**src/rtl/lcm_pkg.sv**
```systemverilog
// lcm_pkg: shared types and constants for the LCM stage.
package lcm_pkg;

  typedef enum logic [1:0] {
    ST_IDLE = 2'd0,
    ST_MUL  = 2'd1,
    ST_DIV  = 2'd2,
    ST_DONE = 2'd3
  } state_t;

  localparam int DEF_WIDTH  = 8;
  localparam int MUL_CYCLES = DEF_WIDTH;
  localparam int DIV_CYCLES = 2 * DEF_WIDTH;

  function automatic int mul_cycles(input int w);
    return w;
  endfunction

  function automatic int div_cycles(input int w);
    return 2 * w;
  endfunction

endpackage

```
**src/rtl/lcm_stage_div.sv**
```systemverilog
// shift_sub_div: restoring divider, one quotient bit per step.
// Dividend is 2*WIDTH bits, divisor WIDTH bits.
module shift_sub_div
  import lcm_pkg::*;
#(
  parameter int WIDTH = DEF_WIDTH
) (
  input  logic               Clk,
  input  logic               Rst_n,
  input  logic               load,
  input  logic               step,
  input  logic [2*WIDTH-1:0] dividend,
  input  logic [WIDTH-1:0]   divisor,
  output logic [2*WIDTH-1:0] quotient,
  output logic [WIDTH-1:0]   remainder
);

  logic [WIDTH:0]     rem_q;
  logic [2*WIDTH-1:0] quo_q;
  logic [WIDTH-1:0]   dvsr_q;
  logic [WIDTH:0]     shifted;
  logic [WIDTH+1:0]   diff;
  logic               neg;

  // remainder stays below divisor, so WIDTH+1 bits hold the shift
  assign shifted = {rem_q[WIDTH-1:0], quo_q[2*WIDTH-1]};
  assign diff    = {1'b0, shifted} - {2'b00, dvsr_q};
  assign neg     = diff[WIDTH+1];

  always_ff @(posedge Clk) begin
    if (!Rst_n) begin
      rem_q  <= '0;
      quo_q  <= '0;
      dvsr_q <= '0;
    end else if (load) begin
      rem_q  <= '0;
      quo_q  <= dividend;
      dvsr_q <= divisor;
    end else if (step) begin
      rem_q  <= neg ? shifted : diff[WIDTH:0];
      quo_q  <= {quo_q[2*WIDTH-2:0], ~neg};
    end
  end

  assign quotient  = quo_q;
  assign remainder = rem_q[WIDTH-1:0];

endmodule

```
**src/rtl/lcm_stage.sv**
```systemverilog
// lcm_stage: LCM = A*B/gcd via shift-add multiply then restoring divide.
// Optional LCM_ZERO_BYPASS_EN: zero operand skips straight to DONE.
module lcm_stage
  import lcm_pkg::*;
#(
  parameter int WIDTH = DEF_WIDTH
) (
  input  logic               Clk,
  input  logic               Rst_n,
  input  logic               start,
  input  logic [WIDTH-1:0]   A,
  input  logic [WIDTH-1:0]   B,
  input  logic [WIDTH-1:0]   gcd,
  output logic               busy,
  output logic               ack,
  output logic [2*WIDTH-1:0] rez,
  output logic               err
);

  localparam int MUL_N = mul_cycles(WIDTH);
  localparam int DIV_N = div_cycles(WIDTH);
  localparam int CW    = $clog2(DIV_N);

  state_t             state_q;
  state_t             state_d;
  logic [CW-1:0]      cnt_q;
  logic [2*WIDTH-1:0] mcand_q;
  logic [2*WIDTH-1:0] prod_q;
  logic [2*WIDTH-1:0] prod_d;
  logic [WIDTH-1:0]   mplr_q;
  logic [WIDTH-1:0]   gcd_q;
  logic               zero_q;
  logic               accept;
  logic               bypass;
  logic               mul_last;
  logic               div_last;
  logic               div_load;
  logic               div_step;
  logic [2*WIDTH-1:0] div_quo;
  logic [WIDTH-1:0]   div_rem_unused;

  // the ack cycle is not an accept cycle; start is taken one edge later
  assign accept = (state_q == ST_IDLE) && start && !ack;

`ifdef LCM_ZERO_BYPASS_EN
  assign bypass = (gcd != '0) && ((A == '0) || (B == '0));
`else
  assign bypass = 1'b0;
`endif

  assign prod_d   = mplr_q[0] ? prod_q + mcand_q : prod_q;
  assign mul_last = (cnt_q == CW'(MUL_N - 1));
  assign div_last = (cnt_q == CW'(DIV_N - 1));

  always_ff @(posedge Clk) begin
    if (!Rst_n) state_q <= ST_IDLE;
    else        state_q <= state_d;
  end

  always_comb begin
    state_d  = state_q;
    div_load = 1'b0;
    div_step = 1'b0;
    unique case (state_q)
      ST_IDLE: begin
        if (accept) begin
          if ((gcd == '0) || bypass) state_d = ST_DONE;
          else                       state_d = ST_MUL;
        end
      end
      ST_MUL: begin
        if (mul_last) begin
          state_d  = ST_DIV;
          div_load = 1'b1;
        end
      end
      ST_DIV: begin
        div_step = 1'b1;
        if (div_last) state_d = ST_DONE;
      end
      ST_DONE: state_d = ST_IDLE;
      default: state_d = ST_IDLE;
    endcase
  end

  always_ff @(posedge Clk) begin
    if (!Rst_n) begin
      cnt_q   <= '0;
      mcand_q <= '0;
      prod_q  <= '0;
      mplr_q  <= '0;
      gcd_q   <= '0;
      zero_q  <= 1'b0;
      busy    <= 1'b0;
      ack     <= 1'b0;
      rez     <= '0;
      err     <= 1'b0;
    end else begin
      ack <= (state_q == ST_DONE);
      case (state_q)
        ST_IDLE: begin
          if (accept) begin
            mcand_q <= {{WIDTH{1'b0}}, A};
            mplr_q  <= B;
            gcd_q   <= gcd;
            prod_q  <= '0;
            cnt_q   <= '0;
            zero_q  <= (gcd == '0) || bypass;
            rez     <= '0;
            err     <= (gcd == '0);
            busy    <= 1'b1;
          end
        end
        ST_MUL: begin
          prod_q  <= prod_d;
          mcand_q <= mcand_q << 1;
          mplr_q  <= mplr_q >> 1;
          cnt_q   <= mul_last ? '0 : cnt_q + CW'(1);
        end
        ST_DIV: begin
          cnt_q <= div_last ? '0 : cnt_q + CW'(1);
        end
        ST_DONE: begin
          rez  <= zero_q ? '0 : div_quo;
          busy <= 1'b0;
        end
        default: ;
      endcase
    end
  end

  shift_sub_div #(
    .WIDTH(WIDTH)
  ) u_div (
    .Clk      (Clk),
    .Rst_n    (Rst_n),
    .load     (div_load),
    .step     (div_step),
    .dividend (prod_d),
    .divisor  (gcd_q),
    .quotient (div_quo),
    .remainder(div_rem_unused)
  );

endmodule

```
**config.mk**
```make
export PLATFORM = sky130hd
export DESIGN_NAME = lcm_stage
export DESIGN_NICKNAME = d
export VERILOG_FILES = /design/src/rtl/lcm_pkg.sv /design/src/rtl/lcm_stage_div.sv /design/src/rtl/lcm_stage.sv
export SDC_FILE = /design/constraint.sdc
export NUM_CORES = 1
export LEC_CHECK = 0
export BUFFER_PORTS_ARGS = -buffer_cell sky130_fd_sc_hd__buf_2
export CORE_AREA = 2 2 106 108
export CTS_CLUSTER_DIAMETER = 60
export DETAILED_ROUTE_END_ITERATION = 8
export DIE_AREA = 0 0 108 110
export GPL_ROUTABILITY_DRIVEN = 0
export HOLD_SLACK_MARGIN = 0.03
export PLACE_DENSITY = 0.71
export SLEW_MARGIN = 20
export SYNTH_ARGS = -nofsm -noshare
export SYNTH_HDL_FRONTEND = slang
export SYNTH_SLANG_ARGS = --single-unit
```
**constraint.sdc**
```tcl
create_clock -name Clk -period 3.3 [get_ports Clk]
set_clock_uncertainty 0.15 [all_clocks]
set_input_delay 0.33 -clock Clk [delete_from_list [all_inputs] [get_ports Clk]]
set_output_delay 0.33 -clock Clk [all_outputs]
set_load 0.03 [all_outputs]
```
==> impl_metrics.ini, run 1 <==
[critical_path]
end_kind = flip-flop
path_class = flip-flop to flip-flop
cp_top_family = compound AO/OA/AOI/OAI gates
worstPathRequired_ps = 3410
cp_common_cell = a21oi_1
cp_max_fo = 4
arrival_ps = 2660
worst-path-buf-inv = 0
cp_slowest_stage_delay_ps = 400
start_kind = flip-flop
slowest_stage = fa_1
path_cells = ha_1 -> fa_1 -> a21oi_1 -> o21ai_0 -> o22ai_1 -> o21ai_1 -> a21oi_1 -> xor2_1 -> a31oi_1

[timing]
worst_pin_slew_ps = 784
fmax_ghz = 0.392
slew_headroom_pct = 47.4
final-hold-violation-count = 0
rsz0062_at_grt = false
drv_slew = 0
finalCriticalPeriod_ps = 2550
tns_ps = 0
finalSetupViolations = 0
timing.final.crit_share_pct = 77.3

[finish]
n_antenna_cell = 0
final_util_pct = 57.4
layout-drive-gt1-share_pct = 13.0
area_delta_synth_final_pct = 9.12
stdcell_area_sq_mm = 0.00614
mostFrequentLayoutCells = 106 x nand2_1, 105 x dfxtp_1, 45 x buf_2
final_common_cell = nand2_1
final_net_count = 739
fillers = 1003

[clocking]
cts_buffers = 9
cts_resized = 0
ctsHoldBuffers = 0
cts_tree = built
clockBufferDepth = 2
clk_pin_slew_worst_paths_ps = 90
cts_setup_buffers = 0
h-tree-depth = 3
clock_latency_ps = 380
cts_sinks = 105
clockRootBuffer = clkbuf_8

[routing]
drtPass1Iterations = 4
wl_met2_mm = 5.54
via_per_inst = 5.57
num_vias = 4586
wl_mm = 12.1
drc_errors = 0
wl_met3_microns = 472
top_layer_used = met4
wl_per_cell_microns = 14.7
wl_met1_mm = 5.94
drtAntennaViolNets = 0
drt_iter0_markers = 249

[logic_synthesis]
ys_seq_area_share_pct = 37.4
syn_inst = 652
synth_ff_type = dfxtp_1
yosysUniqueCellTypes = 59
async_reset_ff_share_pct = 0
yosysWarnings = 0
synth_area_sq_mm = 0.00563
synthesis.nets = 711
avgSynthCellArea_sq_um = 8.63
ys_ff_latch = 105
synth_edf_count = 0

[power_and_ir_drop]
p_leak_nw = 2.59
finalPower_mw = 3.77
power.share.combinational_pct = 38.2
clkPwrFrac_pct = 20.7
pwr_density_cell_mw_per_mm2 = 614
irDropWorstVdd_mv = 0.484
power.switching_mw = 1.44
power.internal_mw = 2.33
switching_share_pct = 38.1
seqPwrFrac_pct = 41.1

[run_status]
outcome = complete, no violations

[floorplanning]
coreArea_sq_mm = 0.0107
num_io_pins = 46
die-area_sq_mm = 0.0119
die-height_microns = 110
start_util_pct = 52.6
die_w_microns = 108
std_cell_rows = 38

[grt]
grt_overflow = 0
grt_pass1_vias = 4455
grt.total_usage_pct = 22.0
antenna_found_initial = 0
grt_max_degree = 44
grt_pass1_wl_mm = 20.9

[placed_design]
port_buffers = 45
dp_hpwl_mm = 8.72
placedInstanceArea_sq_mm = 0.00595

[job]
cap_violations = 0

[hold_path]
hold_path.class = input port to flip-flop
## worst reg2reg max path: stages (launching register included)
cell and delay (ps):
dfxtp_1 340, ha_1 230, fa_1 400, a21oi_1 190
o21ai_0 160, o22ai_1 370, o21ai_1 130, a21oi_1 190
xor2_1 200, a31oi_1 100
## kinds of logic (layout without fill, tap and decap cells)
group | count (synthesis) | count (layout) | synth area share, %
flip-flops | 105 | 105 | 37.4
AND/OR/NAND/NOR | 216 | 216 | 18.1
XOR/XNOR | 15 | 15 | 2.34
adder cells (fa/ha/maj) | 32 | 32 | 7.38
multiplexers | 40 | 40 | 7.27
AO/OA/AOI/OAI | 186 | 186 | 23.4
buffers and inverters | 58 | 89 | 4.14
## routing by layer
metal | up-vias | global-route usage, %
li1 | 2361 | -
met1 | 2141 | 29.2
met2 | 75 | 36.3
met3 | 9 | 5.35
met4 | 0 | 5.59
met5 | - | 0
## layout make-up
type	instances	area, sq um	share of cell area (%)
multi-input combinational	489	3300	53.8
sequential	105	2100	34.2
timing repair buffer	55	300	4.89
tap	140	175	2.85
clock buffer	11	141	2.30
inverter	20	75.1	1.22
clock inverter	3	42.5	0.693
## metrics by stage
stage               setup WS (ps)  hold slack, ps  cells
floorplan                    1020             291    652
CTS                           646            36.2    823
global placement              769             286    809
global route                  559            42.8    823
detailed placement            685             301    809
finish                        750            52.8    823
## synth_stat cells (7+ instances only)
master | n | share of area [%]
a21boi_0 | 32 | 4.3
xor2_1 | 7 | 1.1
nor2b_1 | 19 | 2.1
mux2i_1 | 33 | 5.9
nor2_1 | 17 | 1.1
nand2_1 | 106 | 7.1
nand3_1 | 29 | 2.6
a22oi_1 | 17 | 2.3
a21oi_1 | 43 | 3.8
dfxtp_1 | 105 | 37
or3_1 | 7 | 0.78
inv_1 | 19 | 1.3
mux2_2 | 7 | 1.4
ha_1 | 30 | 6.7
xnor2_1 | 8 | 1.2
o211a_1 | 19 | 3.4
clkbuf_1 | 29 | 1.9
and2_1 | 7 | 0.78
o21ai_0 | 24 | 2.1
## final timing paths
path                      startpoint                         endpoint  slack [ps]  depth (start not counted)
max          mcand_q[0]$_SDFFE_PN0P_  u_div.quotient[12]$_SDFFE_PN0P_         750                          9
min                           gcd[2]            gcd_q[2]$_SDFFE_PN0P_          50                          3
max reg2reg  mcand_q[0]$_SDFFE_PN0P_  u_div.quotient[12]$_SDFFE_PN0P_         750                          9
min reg2reg     rez[12]$_SDFFE_PN0P_             rez[12]$_SDFFE_PN0P_         310                          2
## state kept, by name, indices dropped and copies added, names as in the netlist, 8 cells and up
name,flops
mcand_q,16
prod_q,16
rez,16
u_div.quotient,16
gcd_q,8
mplr_q,8
u_div.dvsr_q,8
u_div.rem_q,8
## power groups by stage
stage          clock network, mW  logic, mW  registers, mW
5_1_grt                    0.863       1.60           1.57
3_5_place_dp                   0       1.43           1.57
4_1_cts                    0.809       1.44           1.55
2_1_floorplan                  0       1.13           1.54
6_report                   0.780       1.44           1.55
3_3_place_gp                   0       1.38           1.57
Note: power is estimated with default switching activity, not from simulation.
==> inputs of run 2 (changes only) <==
- clock period: 3.3 -> 2.7 ns (I/O delays scaled with it)
==> impl_metrics.ini, run 2 (synthesis results as in run 1) <==
[power_and_ir_drop]
seqPwrFrac_pct = 41.0
power.internal_mw = 2.85
pwr_density_cell_mw_per_mm2 = 731
power.switching_mw = 1.75
power.share.combinational_pct = 39.1
clkPwrFrac_pct = 19.9
irDropWorstVdd_mv = 0.556
switching_share_pct = 38.1
p_leak_nw = 2.68

[placed_design]
dp_cells = 814
port_buffers = 45
placedInstanceArea_sq_mm = 0.00600
dp_hpwl_mm = 8.69

[grt]
antenna_found_initial = 0
grt_pass1_vias = 4452
grt_pass1_wl_mm = 20.6
grt_max_degree = 58
grt.total_usage_pct = 21.7
grt_overflow = 0

[routing]
wl_per_cell_microns = 14.6
num_vias = 4670
drc_errors = 0
drtPass1Iterations = 5
drt_iter0_markers = 312
wl_mm = 12.2
drtAntennaViolNets = 0
via_per_inst = 5.57

[critical_path]
start_kind = flip-flop
r2r_cells = 9
crit_path_start = mcand_q[0]$_SDFFE_PN0P_
end_kind = flip-flop
r2r-start = mcand_q[0]$_SDFFE_PN0P_
arrival_ps = 2550
worstPathRequired_ps = 2800
path_class = flip-flop to flip-flop
cp_max_fo = 4

[finish]
stdcell_area_sq_mm = 0.00629
final_common_cell = nand2_1
layout-drive-gt1-share_pct = 13.7
fillers = 993
mostFrequentLayoutCells = 106 x nand2_1, 105 x dfxtp_1, 45 x buf_2
layout.cells.non_filler = 839
final_net_count = 754
area_delta_synth_final_pct = 11.8
n_antenna_cell = 0
final_util_pct = 58.8

[run_status]
outcome = complete, no violations

[timing]
drv_slew = 0
tns_ps = 0
finalCriticalPeriod_ps = 2450
timing.final.crit_share_pct = 90.7
slew_headroom_pct = 60.8
final-hold-violation-count = 0
fmax_ghz = 0.408
rsz0062_at_grt = false
worst_pin_slew_ps = 585
finalSetupViolations = 0

[hold_path]
hold_depth = 4
min_from = B[6]
hold_path.class = input port to flip-flop

[floorplanning]
std_cell_rows = 38
coreArea_sq_mm = 0.0107
die-area_sq_mm = 0.0119
die-height_microns = 110
die_w_microns = 108
start_util_pct = 52.6
num_io_pins = 46

[clocking]
cts_buffers = 9
clk_pin_slew_worst_paths_ps = 90
h-tree-depth = 3
clockBufferDepth = 2
clock_latency_ps = 370
cts_sinks = 105
cts_setup_buffers = 0
clockRootBuffer = clkbuf_8
cts_tree = built

[job]
cap_violations = 0
==> run 2: cell count changes in the layout (fill, tap and decap cells not counted), moves of 2 or more <==
cell,delta
clkinv_2,+2
buf_4,+4
dlygate4sd3_1,+10
clkbuf_8,+2
==> run 2: area by class of cell <==
cell class	instances	area, sq um	area share, %
multi-input combinational	489	3300	52.6
sequential	105	2100	33.4
timing repair buffer	70	450	7.16
tap	140	175	2.79
clock buffer	12	165	2.63
inverter	20	75.1	1.19
clock inverter	3	15.0	0.239
==> run 2: worst paths after layout <==
path,to,slack (ps)
worst max-delay path,u_div.quotient[12]$_SDFFE_PN0P_,250
worst max register to register,u_div.quotient[12]$_SDFFE_PN0P_,250
worst min register to register,rez[5]$_SDFFE_PN0P_,300
worst min-delay path,mplr_q[6]$_SDFFE_PN0P_,80
==> run 2: repair_timing <==
| action | CTS | global route |
|---|---|---|
| resized for setup | 0 | 2 |
| hold buffers | 10 | 0 |
| hold endpoints to repair | 10 | 0 |
| setup endpoints to repair | 0 | 3 |
==> run 2: worst max-delay path, cell delays in order, from the launching register on <==
cell and delay, ps:
dfxtp_1 340, ha_1 230, fa_1 410, a21oi_1 190, o21ai_0 170, o22ai_2 240
o21ai_1 110, a21oi_1 180, xor2_1 200, a31oi_1 110
==> run 2: power groups by stage <==
stage	registers [mW]	clock network [mW]	logic, mW
3_3_place_gp	1.91	0	1.71
6_report	1.88	0.915	1.80
2_1_floorplan	1.89	0	1.38
3_5_place_dp	1.92	0	1.77
4_1_cts	1.88	0.948	1.79
5_1_grt	1.91	1.01	2.00
==> run 2: metal layers <==
| metal | GRT usage [%] | wire length [microns] | vias to the layer above |
|---|---|---|---|
| met5 | 0 | 0 | - |
| met4 | 5.31 | 106 | 0 |
| met3 | 5.17 | 599 | 9 |
| met2 | 35.4 | 5620 | 78 |
| met1 | 29.1 | 5890 | 2179 |
| li1 | - | - | 2404 |
==> run 2: through the flow <==
stage / power [mW] / worst slack (ps) / hold slack (ps)
4_1_cts: 4.62 / 159 / 62.8
5_1_grt: 4.91 / 40.0 / 89.5
3_5_place_dp: 3.69 / 181 / 291
2_1_floorplan: 3.27 / 419 / 265
3_3_place_gp: 3.62 / 235 / 287
6_report: 4.60 / 250 / 84.7
